### src/rtl/mux41_rr_arbiter.sv
// Round-robin arbiter sharing a 1-bit 4:1 mux channel among four requesters.
// Optional grant timeout is compiled in with `define MUX_ARB_TIMEOUT_EN.

module mux21_gate (
  input  logic a,
  input  logic b,
  input  logic s,
  output logic y
);
  assign y = (a & ~s) | (b & s);
endmodule

module mux41_rr_arbiter #(
  parameter int MAX_HOLD = 8,
  parameter int CNT_W    = 4
) (
  input  logic       clk,
  input  logic       rst_n,
  input  logic [3:0] req,
  input  logic [3:0] d,
  output logic [3:0] gnt,
  output logic [1:0] sel,
  output logic       y,
  output logic       busy
);

  typedef enum logic {
    IDLE = 1'b0,
    OWN  = 1'b1
  } state_t;

  // Reject configurations where the hold counter could never reach MAX_HOLD.
  if (MAX_HOLD < 2 || MAX_HOLD > 15 || (1 << CNT_W) <= MAX_HOLD) begin : g_param_check
    $error("mux41_rr_arbiter: illegal MAX_HOLD/CNT_W combination");
  end

  state_t     state_reg, state_next;
  logic [3:0] gnt_reg, gnt_next;
  logic [1:0] sel_reg, sel_next;
  logic [1:0] ptr_reg, ptr_next;
  logic [3:0] rot_req;
  logic [1:0] win_off;
  logic [1:0] win_idx;
  logic       release_grant;
  logic [1:0] mux_lvl1;
  logic       mux_out;

`ifdef MUX_ARB_TIMEOUT_EN
  logic [CNT_W-1:0] cnt_reg, cnt_next;
`endif

  // rot_req[0] is the requester currently at highest priority (ptr).
  for (genvar gi = 0; gi < 4; gi++) begin : g_rot
    assign rot_req[gi] = req[ptr_reg + 2'(gi)];
  end

  always_comb begin
    win_off = 2'd0;
    casez (rot_req)
      4'b???1: win_off = 2'd0;
      4'b??10: win_off = 2'd1;
      4'b?100: win_off = 2'd2;
      4'b1000: win_off = 2'd3;
      default: win_off = 2'd0;
    endcase
  end

  assign win_idx = ptr_reg + win_off;

`ifdef MUX_ARB_TIMEOUT_EN
  assign release_grant = ~req[sel_reg] | (cnt_reg == CNT_W'(MAX_HOLD));
`else
  assign release_grant = ~req[sel_reg];
`endif

  always_ff @(posedge clk or negedge rst_n) begin
    if (!rst_n) begin
      state_reg <= IDLE;
      gnt_reg   <= 4'b0000;
      sel_reg   <= 2'd0;
      ptr_reg   <= 2'd0;
`ifdef MUX_ARB_TIMEOUT_EN
      cnt_reg   <= '0;
`endif
    end else begin
      state_reg <= state_next;
      gnt_reg   <= gnt_next;
      sel_reg   <= sel_next;
      ptr_reg   <= ptr_next;
`ifdef MUX_ARB_TIMEOUT_EN
      cnt_reg   <= cnt_next;
`endif
    end
  end

  always_comb begin
    state_next = state_reg;
    gnt_next   = gnt_reg;
    sel_next   = sel_reg;
    ptr_next   = ptr_reg;
`ifdef MUX_ARB_TIMEOUT_EN
    cnt_next   = cnt_reg;
`endif
    case (state_reg)
      IDLE: begin
        if (|req) begin
          sel_next   = win_idx;
          gnt_next   = 4'b0001 << win_idx;
          state_next = OWN;
`ifdef MUX_ARB_TIMEOUT_EN
          cnt_next   = CNT_W'(1);
`endif
        end
      end
      OWN: begin
        // sel is left alone on release so the mux select does not glitch.
        if (release_grant) begin
          gnt_next   = 4'b0000;
          ptr_next   = sel_reg + 2'd1;
          state_next = IDLE;
        end else begin
`ifdef MUX_ARB_TIMEOUT_EN
          if (cnt_reg != '1) begin
            cnt_next = cnt_reg + CNT_W'(1);
          end
`endif
        end
      end
      default: begin
        state_next = IDLE;
        gnt_next   = 4'b0000;
      end
    endcase
  end

  // Two-level mux tree: bit 0 of sel picks within each pair, bit 1 picks the pair.
  for (genvar gi = 0; gi < 2; gi++) begin : g_mux_lvl1
    mux21_gate u_mux (
      .a (d[2*gi]),
      .b (d[2*gi+1]),
      .s (sel_reg[0]),
      .y (mux_lvl1[gi])
    );
  end

  mux21_gate u_mux_lvl2 (
    .a (mux_lvl1[0]),
    .b (mux_lvl1[1]),
    .s (sel_reg[1]),
    .y (mux_out)
  );

  assign gnt  = gnt_reg;
  assign sel  = sel_reg;
  assign busy = (state_reg == OWN);
  assign y    = busy & mux_out;

endmodule

### config.mk
export PLATFORM = sky130hd
export DESIGN_NAME = mux41_rr_arbiter
export DESIGN_NICKNAME = d
export VERILOG_FILES = /design/src/rtl/mux41_rr_arbiter.sv
export SDC_FILE = /design/constraint.sdc
export NUM_CORES = 1
export LEC_CHECK = 0
export CAP_MARGIN = 40
export CORE_UTILIZATION = 25
export CTS_BUF_LIST = sky130_fd_sc_hd__clkbuf_16
export CTS_CLUSTER_DIAMETER = 80
export CTS_CLUSTER_SIZE = 12
export DETAILED_ROUTE_END_ITERATION = 12
export SLEW_MARGIN = 20
export SYNTH_ARGS = -nofsm -noshare
export SYNTH_HDL_FRONTEND = slang
export SYNTH_SLANG_ARGS = --single-unit
### constraint.sdc
create_clock -name clk -period 4.5 [get_ports clk]
set_input_delay 0.9 -clock clk [delete_from_list [all_inputs] [get_ports clk]]
set_output_delay 0.9 -clock clk [all_outputs]
set_load 0.005 [all_outputs]
======== Yosys cells after proc, flatten, opt, wreduce, memory -nomap -nowiden ========
Index checks and enable logic that the tools add are counted.
operators by class
  $add $sub $neg .......................... 5
  magnitude comparators ................... 5
  equal/unequal tests ..................... 5
  shifts and indexed selects .............. 1
  multiplexer cells ....................... 17
  bitwise gates (word level) .............. 14
  reductions and logical operators ........ 4
operator list
  kind                                                        number
  less-than comparator 2 x 3 -> 1 bit, second input constant  5
  binary-select mux 1 bit (select 2 bit)                      5
  two-way mux 4 bit                                           2
  case mux 4 bit (2 select lines)                             1
  bitwise AND 1 bit                                           7
  two-way mux 1 bit                                           7
  case mux 2 bit (3 select lines)                             1
  AND reduction 2 bit                                         3
  adder 2 x 1 -> 2 bit, second input constant                 2
  adder 2 bit, second input constant                          2
  equality test 4 bit, second input constant                  1
  inequality test 2 bit, second input constant                2
  NOT 1 bit                                                   4
  OR reduction 4 bit                                          1
  << shifter 1 x 2 -> 4 bit, first input constant             1
  equality test 3 bit, second input constant                  1
  OR 1 bit                                                    3
  adder 2 bit                                                 1
  equality test 2 bit, second input constant                  1
  case mux 1 bit (2 select lines)                             1
storage, ports and cells
  flip-flop bits (word level) ............. 9
  input port bits ......................... 10
  output and inout port bits .............. 8
  word-level logic and storage cells ...... 55

======== Logic depth before layout (Yosys ltp) ========
Gate-level depths: netlist of the first run.
  depth in word-level cells ............... 9
  depth in mapped cells ................... 10
  depth with buffers taken out ............ 9

======== Cells and area by module ========
A second synthesis of the first run with hierarchy kept.
second synthesis, totals
  cell total of the unflattened synthesis .. 82
  area total of the unflattened synthesis .. 834.6 um^2
modules (own cells, without submodules)
  module            times used  cells an instance  area each (um^2)
  mux41_rr_arbiter  1           79                 789.5
  mux21_gate        3           1                  15.0

======== Least setup slack after synthesis of the first run ========
No wires, ideal clock.
  path kind ............................... input to register
  start point ............................. input port req[2]
  end point ............................... register gnt_reg[0] (netlist: gnt[0])
  arrival time ............................ 2.357 ns
  required time ........................... 4.408 ns
  setup slack ............................. 2.051 ns
  stages .................................. 8
  buffers on the path ..................... 1
  cells stage by stage .................... buf_6 -> nor2_1 -> a2bb2oi_1 -> o211ai_1 -> o31a_1 -> ha_1 -> or3_1 -> o31ai_2
between the ends
  cells in the longest elaborated chain, start to end .. 8
  elaborated cells between the ends (all ways) .. 22
  classes of those cells .................. add/sub: 1; eq/ne: 5; shift: 1; mux: 13; reduce/logical: 2
ends and longest elaborated chain
  item                                               RTL line  RTL
  start, declared                                    19        input logic [3:0] req,
  binary-select mux 1 bit (select 2 bit)             54        assign rot_req[gi] = req[ptr_reg + 2'(gi)];
  two-way mux 1 bit (implied by the code)            54
  equality test 4 bit, or another cell as far along  59        casez (rot_req)
  case mux 2 bit (3 select lines) (*)                59
  adder 2 bit (*)                                    68        assign win_idx = ptr_reg + win_off;
  via win_idx[0]                                     43        logic [1:0] win_idx;
  << shifter 1 x 2 -> 4 bit (*)                      108       gnt_next = 4'b0001 << win_idx;
  two-way mux 4 bit (*)                              106       if (|req) begin
  case mux 4 bit (2 select lines) (*)                104       case (state_reg)
  end signal, assigned                               87        gnt_reg <= gnt_next;
  end, declared                                      38        logic [3:0] gnt_reg, gnt_next;
Mark *: on every way through the listed nets, which the timed path passes. The rest lies on a longest branch. The select of a mux whose other input is x is not followed.
A chain may end at the register's enable or synchronous reset.

======== Final worst setup path of the first run ========
  start point ............................. input port d[1]
  end point ............................... output port y
between the ends
  cells in the longest elaborated chain, start to end .. 5
ends and longest elaborated chain
  item               RTL line  RTL
  start, declared    20        input logic [3:0] d,
  bitwise AND 1 bit  10        assign y = (a & ~s) | (b & s);
  OR 1 bit           10
  bitwise AND 1 bit  10
  OR 1 bit           10
  bitwise AND 1 bit  156       assign y = busy & mux_out;
  end, declared      23        output logic y,
Every way passes these cells.

==> results.yml, run 1 <==
global_route:
  grt_max_degree: 10
  antenna_found_initial: 0
  grt_util_all_layers_pct: 11.5
  grt_pass1_vias: 613
  grt_pass1_wl_um: 2750
  grt_overflow: 0
final_layout:
  layout-drive-gt1-share_pct: 24.2
  nFillCells: 309
  area_delta_synth_final_pct: 30.6
  final_common_cell: "clkdlybuf4s50_1"
  multi_input_area_um2: 494
  n_antenna_cell: 0
  stdcell_area_um2: 1010
  fin_cells: 122
  final_cell_mix: "17 x clkdlybuf4s50_1, 9 x dfrtp_1, 6 x nand2_1, 6 x nand3_2"
  regArea_um2: 225
  fin_nets: 103
  largest_reg_flops: 4
floorplan:
  die_h_um: 57.8
  die-area_um2: 3340
  core.rowCount: 19
  die_w_um: 57.8
  core_um2: 2850
  start_util_pct: 27.2
  io_pins: 18
setup_path:
  cp.buffers_inverters: 2
  crit_top_cell: "clkdlybuf4s50_1"
  worstPathArrival_ps: 2340
  end_kind: "primary output"
  path_cells: "clkdlybuf4s50_1 -> mux4_2 -> and2_1 -> clkdlybuf4s50_1"
  max_stage_delay_ps: 440
  crit_required_ps: 3600
  path_delay_family: "buffers and inverters"
  path_class: "primary input to primary output"
  cp_max_fo: 1
  critPathLaunchType: "primary input"
  cpMaxStageDelayCell: "mux4_2"
power:
  vdd_drop_max_v: 0.000152
  clkPwrFrac_pct: 22.5
  seq_power_share_pct: 25.7
  p_leak_nw: 0.397
  switching_power_mw: 0.262
  cellPowerDensity_nw_per_um2: 677
  p_int_mw: 0.425
  swShare_pct: 38.1
  power_frac_comb_pct: 51.8
clock_network:
  cts_made_buffers: 3
  cts.repair.resized: 0
  cts_max_path_buffers: 2
  cts_tree: "yes"
  post_cts_buffers: 0
  clk_latency_ps: 230
  cts.sinks: 9
  cts-root-buf: "clkbuf_16"
  holdBufCountCts: 0
  htree_levels: 1
  clkTransAtPathRegs_ps: 40
hold_path:
  hold_class: "register to register"
drt:
  wl_per_cell_um: 13.2
  viasPerCell: 5.37
  drtAntennaViolNets: 0
  drt_wl_total_um: 1610
  drc: 2
  drt-pass1-iter-count: 10
  drtIter0Drc: 15
  vias: 655
sta:
  hold_viol: 0
  rsz0062_at_grt: "no"
  min_period_ps: 3240
  skew_ps: 0.464
  drv_slew: 0
  setup_tns_ps: 0
  max_freq_mhz: 308
  finalSetupViolations: 0
  slew-limit-headroom_pct: 72.9
  period_share_pct: 72.1
  tightest_slew_ps: 406
synth:
  synthAdderAreaFrac_pct: 1.61
  synth_edf_count: 0
  synth_cells: 76
  yosys.area.top_type: "dfrtp_1"
  ys_seq_elements: 9
  avgSynthCellArea_um2: 10.2
  synth_compound_area_share_pct: 19.2
  ys_warn_count: 0
  synth_top_family_by_area: "simple AND/OR/NAND/NOR gates"
  synth-simple-area-share_pct: 30.3
  synth_cell_types: 37
  synth.area.top_cells: "dfrtp_1 29%, nand3_2 7.7%, mux4_2 5.8%"
  yosysSeqAreaShare_pct: 29.0
  synthXorXnorAreaFrac_pct: 3.38
  async_reset_ff_share_pct: 100
  netlist_area_um2: 777
  ys_dominant_reg_cell: "dfrtp_1"
  synthMuxAreaShare_pct: 9.18
  synth_nets: 87
  synth_top_area_share_pct: 29.0
placed_design:
  placed_cells: 118
  gp_congestion: 0.674
  placed_area_um2: 936
  dp_hpwl_um: 1280
  io_buffers: 17
flow_run:
  max_cap_viol_count: 0
outcome:
  outcome: "complete, but fails checks"
  violations: "DRC"
==> worst min-delay path, stage by stage (launching register included) <==
cell	delay, ps
dfrtp_1	350
nand3_2	70
o31ai_2	60
==> cell families (layout without fill, tap and decap cells) <==
family / Yosys count / in the layout
AOI/OAI and AO/OA: 18 / 18
buffers and inverters: 8 / 23
and+or+nand+nor: 33 / 33
xor gates and xnor gates: 3 / 3
DFF: 9 / 9
adders and majority gates: 1 / 1
muxes: 4 / 4
==> synth_stat cells (3+ instances only) <==
cell type  count
dfrtp_1        9
nor3b_1        3
o21ai_0        3
nand2_1        6
o31ai_2        3
buf_4          3
nand3_2        6
==> layer usage <==
layer  part of all wire, %  GRT usage (%)  up-vias
met3                   5.9           4.24        7
li1                      -              -      317
met4                   3.6           8.16        0
met2                    46           17.6       21
met1                    44           13.2      310
met5                     0              0        -
==> cell type report <==
type | count | share of cell area [%]
multi-input cells | 59 | 48.7
flip-flops and latches | 9 | 22.2
repair buffers | 17 | 16.8
clock buffers | 3 | 7.40
well taps | 31 | 3.82
inverters | 2 | 0.740
clock inverters | 1 | 0.370
==> power groups by stage <==
stage                     Combinational (mW)  Clock [mW]  Sequential (mW)
after CTS                              0.361       0.157            0.178
final                                  0.356       0.155            0.176
after global routing                   0.392       0.163            0.186
after detailed placement               0.361           0            0.177
after global placement                 0.355           0            0.177
after floorplan                        0.297           0            0.157
==> stage by stage <==
| step | total power, mW | utilization [%] | hold WS, ps | setup slack (ps) |
|---|---|---|---|---|
| 2_1_floorplan | 0.454 | - | 504 | 2050 |
| 3_3_place_gp | 0.532 | 32.8 | 510 | 1260 |
| 3_5_place_dp | 0.538 | 32.8 | 506 | 1220 |
| 4_1_cts | 0.696 | 35.6 | 519 | 1240 |
| 5_1_grt | 0.741 | 35.6 | 533 | 1220 |
| 6_report | 0.687 | 35.6 | 514 | 1260 |
==> path summary, 6_finish.rpt <==
check / startpoint / endpoint / slack (ps) / cells after the start
max in group asynchronous: rst_n / ptr_reg[0]$_DFFE_PN0P_ / 3250 / 1
hold reg to reg: gnt[2]$_DFFE_PN0P_ / gnt[2]$_DFFE_PN0P_ / 510 / 2
setup reg to reg: ptr_reg[1]$_DFFE_PN0P_ / gnt[3]$_DFFE_PN0P_ / 2190 / 9
hold / removal: gnt[2]$_DFFE_PN0P_ / gnt[2]$_DFFE_PN0P_ / 510 / 2
setup / recovery: d[1] / y / 1260 / 4
min in group asynchronous: rst_n / sel[1]$_DFFE_PN0P_ / 960 / 1
Power figures use the tool's default switching activity.
==> inputs of run 2 (changes only) <==
==> constraint.sdc (replaced) <==
create_clock -name clk -period 3.25 [get_ports clk]
set_input_delay 0.65 -clock clk [delete_from_list [all_inputs] [get_ports clk]]
set_output_delay 0.65 -clock clk [all_outputs]
set_load 0.005 [all_outputs]
==> run 2 against run 1 <==
Sequential share of layout area did not move. Critical path depth is 6 higher. Total power rose by 38%. Clock skew about the same. Setup slack got worse by 800 ps. Cell count unchanged. The run still ends with DRC left. Final area stayed put. Non-clock buffer count unchanged. Highest routed layer unchanged. Clock power rose by 37%. Combinational power increased by 38%. Routed wire length shrank 2.8%.
==> results.yml, run 2 (synthesis results as in run 1) <==
outcome:
  outcome: "complete, but fails checks"
  violations: "DRC"
clock_network:
  cts-root-buf: "clkbuf_16"
  cts.repair.resized: 0
  cts.sinks: 9
  clkTransAtPathRegs_ps: 40
  cts_made_buffers: 3
  cts_tree: "yes"
  cts_max_path_buffers: 2
  post_cts_buffers: 0
  clk_latency_ps: 230
  holdBufCountCts: 0
  htree_levels: 1
floorplan:
  die_h_um: 57.8
  start_util_pct: 27.2
  die-area_um2: 3340
  die_w_um: 57.8
  core_um2: 2850
  core.rowCount: 19
  io_pins: 18
final_layout:
  largest_reg_flops: 4
  fin_nets: 103
  fin_cells: 122
  layout-drive-gt1-share_pct: 24.2
  post-route-util_pct: 35.6
  final_cell_mix: "17 x clkdlybuf4s50_1, 9 x dfrtp_1, 6 x nand2_1, 6 x nand3_2"
  final_common_cell: "clkdlybuf4s50_1"
  nFillCells: 306
  area_delta_synth_final_pct: 30.6
  n_antenna_cell: 0
  stdcell_area_um2: 1010
global_route:
  antenna_found_initial: 0
  grt_max_degree: 10
  grt_overflow: 0
  grt_pass1_vias: 634
  grt_util_all_layers_pct: 10.6
  grt_pass1_wl_um: 2700
setup_path:
  max_stage_delay_ps: 600
  end_kind: "register"
  critPathLaunchType: "primary input"
  path_cells: "clkdlybuf4s50_1 -> inv_1 -> o21ai_0 -> a21oi_1 -> o31a_1 -> ha_1 -> xnor2_1 -> nor4b_1 -> o21ai_0 -> nand3_2"
  crit_top_cell: "o21ai_0"
  cp.buffers_inverters: 2
  crit_required_ps: 3420
  worstPathArrival_ps: 2970
  path_delay_family: "compound AO/OA/AOI/OAI gates"
  cpMaxStageDelayCell: "clkdlybuf4s50_1"
  path_class: "primary input to register"
  cp_max_fo: 7
drt:
  drtAntennaViolNets: 0
  drc: 2
  drt_wl_total_um: 1570
  viasPerCell: 5.19
  vias: 633
  drtIter0Drc: 15
  drt-pass1-iter-count: 8
  wl_per_cell_um: 12.8
power:
  p_leak_nw: 0.397
  cellPowerDensity_nw_per_um2: 934
  vdd_drop_max_v: 0.000196
  finalPower_mw: 0.948
hold_path:
  hold_class: "register to register"
sta:
  skew_ps: 0.627
  tightest_slew_ps: 405
  finalSetupViolations: 0
  max_freq_mhz: 358
  period_share_pct: 86.1
  setup_tns_ps: 0
  hold_viol: 0
  holdWs_ps: 517
  drv_slew: 0
  rsz0062_at_grt: "no"
  slew-limit-headroom_pct: 72.6
  setup_ws_ps: 453
  min_period_ps: 2800
placed_design:
  io_buffers: 17
  dp_hpwl_um: 1240
  placed_cells: 118
  place_ws_ps: 234
  placed_area_um2: 936
  gp_congestion: 0.723
flow_run:
  max_cap_viol_count: 0
[run 2: worst min-delay path: stages (launching register included)]
cell,delay (ps)
dfrtp_1,360
nand3_2,70
o31ai_2,60
[run 2: path summary, 6_finish.rpt]
path / start / to / slack (ps) / cells past startpoint
min: gnt[2]$_DFFE_PN0P_ / gnt[2]$_DFFE_PN0P_ / 520 / 2
max in group asynchronous: rst_n / ptr_reg[0]$_DFFE_PN0P_ / 2240 / 1
max reg2reg: ptr_reg[1]$_DFFE_PN0P_ / gnt[1]$_DFFE_PN0P_ / 950 / 9
min reg2reg: gnt[2]$_DFFE_PN0P_ / gnt[2]$_DFFE_PN0P_ / 520 / 2
min in group asynchronous: rst_n / gnt[2]$_DFFE_PN0P_ / 720 / 1
max: req[0] / gnt[1]$_DFFE_PN0P_ / 450 / 10
[run 2: metal layers]
layer,part of all wire [%],GRT usage (%),up-vias
li1,-,-,314
met1,44,12.3,304
met2,50,18.1,13
met3,5.4,3.35,2
met4,0.83,4.08,0
met5,0,0,-
[run 2: layout make-up]
class                      count  area (µm²)  area share [%]
clock buffer                   3        75.1            7.40
inverter                       2        7.51           0.740
sequential                     9         225            22.2
timing repair buffer          17         170            16.8
clock inverter                 1        3.75           0.370
tap                           31        38.8            3.82
multi-input combinational     59         494            48.7
[run 2: where the power goes]
group | switching [mW] | internal, mW | leakage (nW)
combinational | 0.229 | 0.265 | 0.243
clock | 0.0524 | 0.161 | 0.0423
sequential | 0.0793 | 0.162 | 0.111
total | 0.360 | 0.588 | 0.397
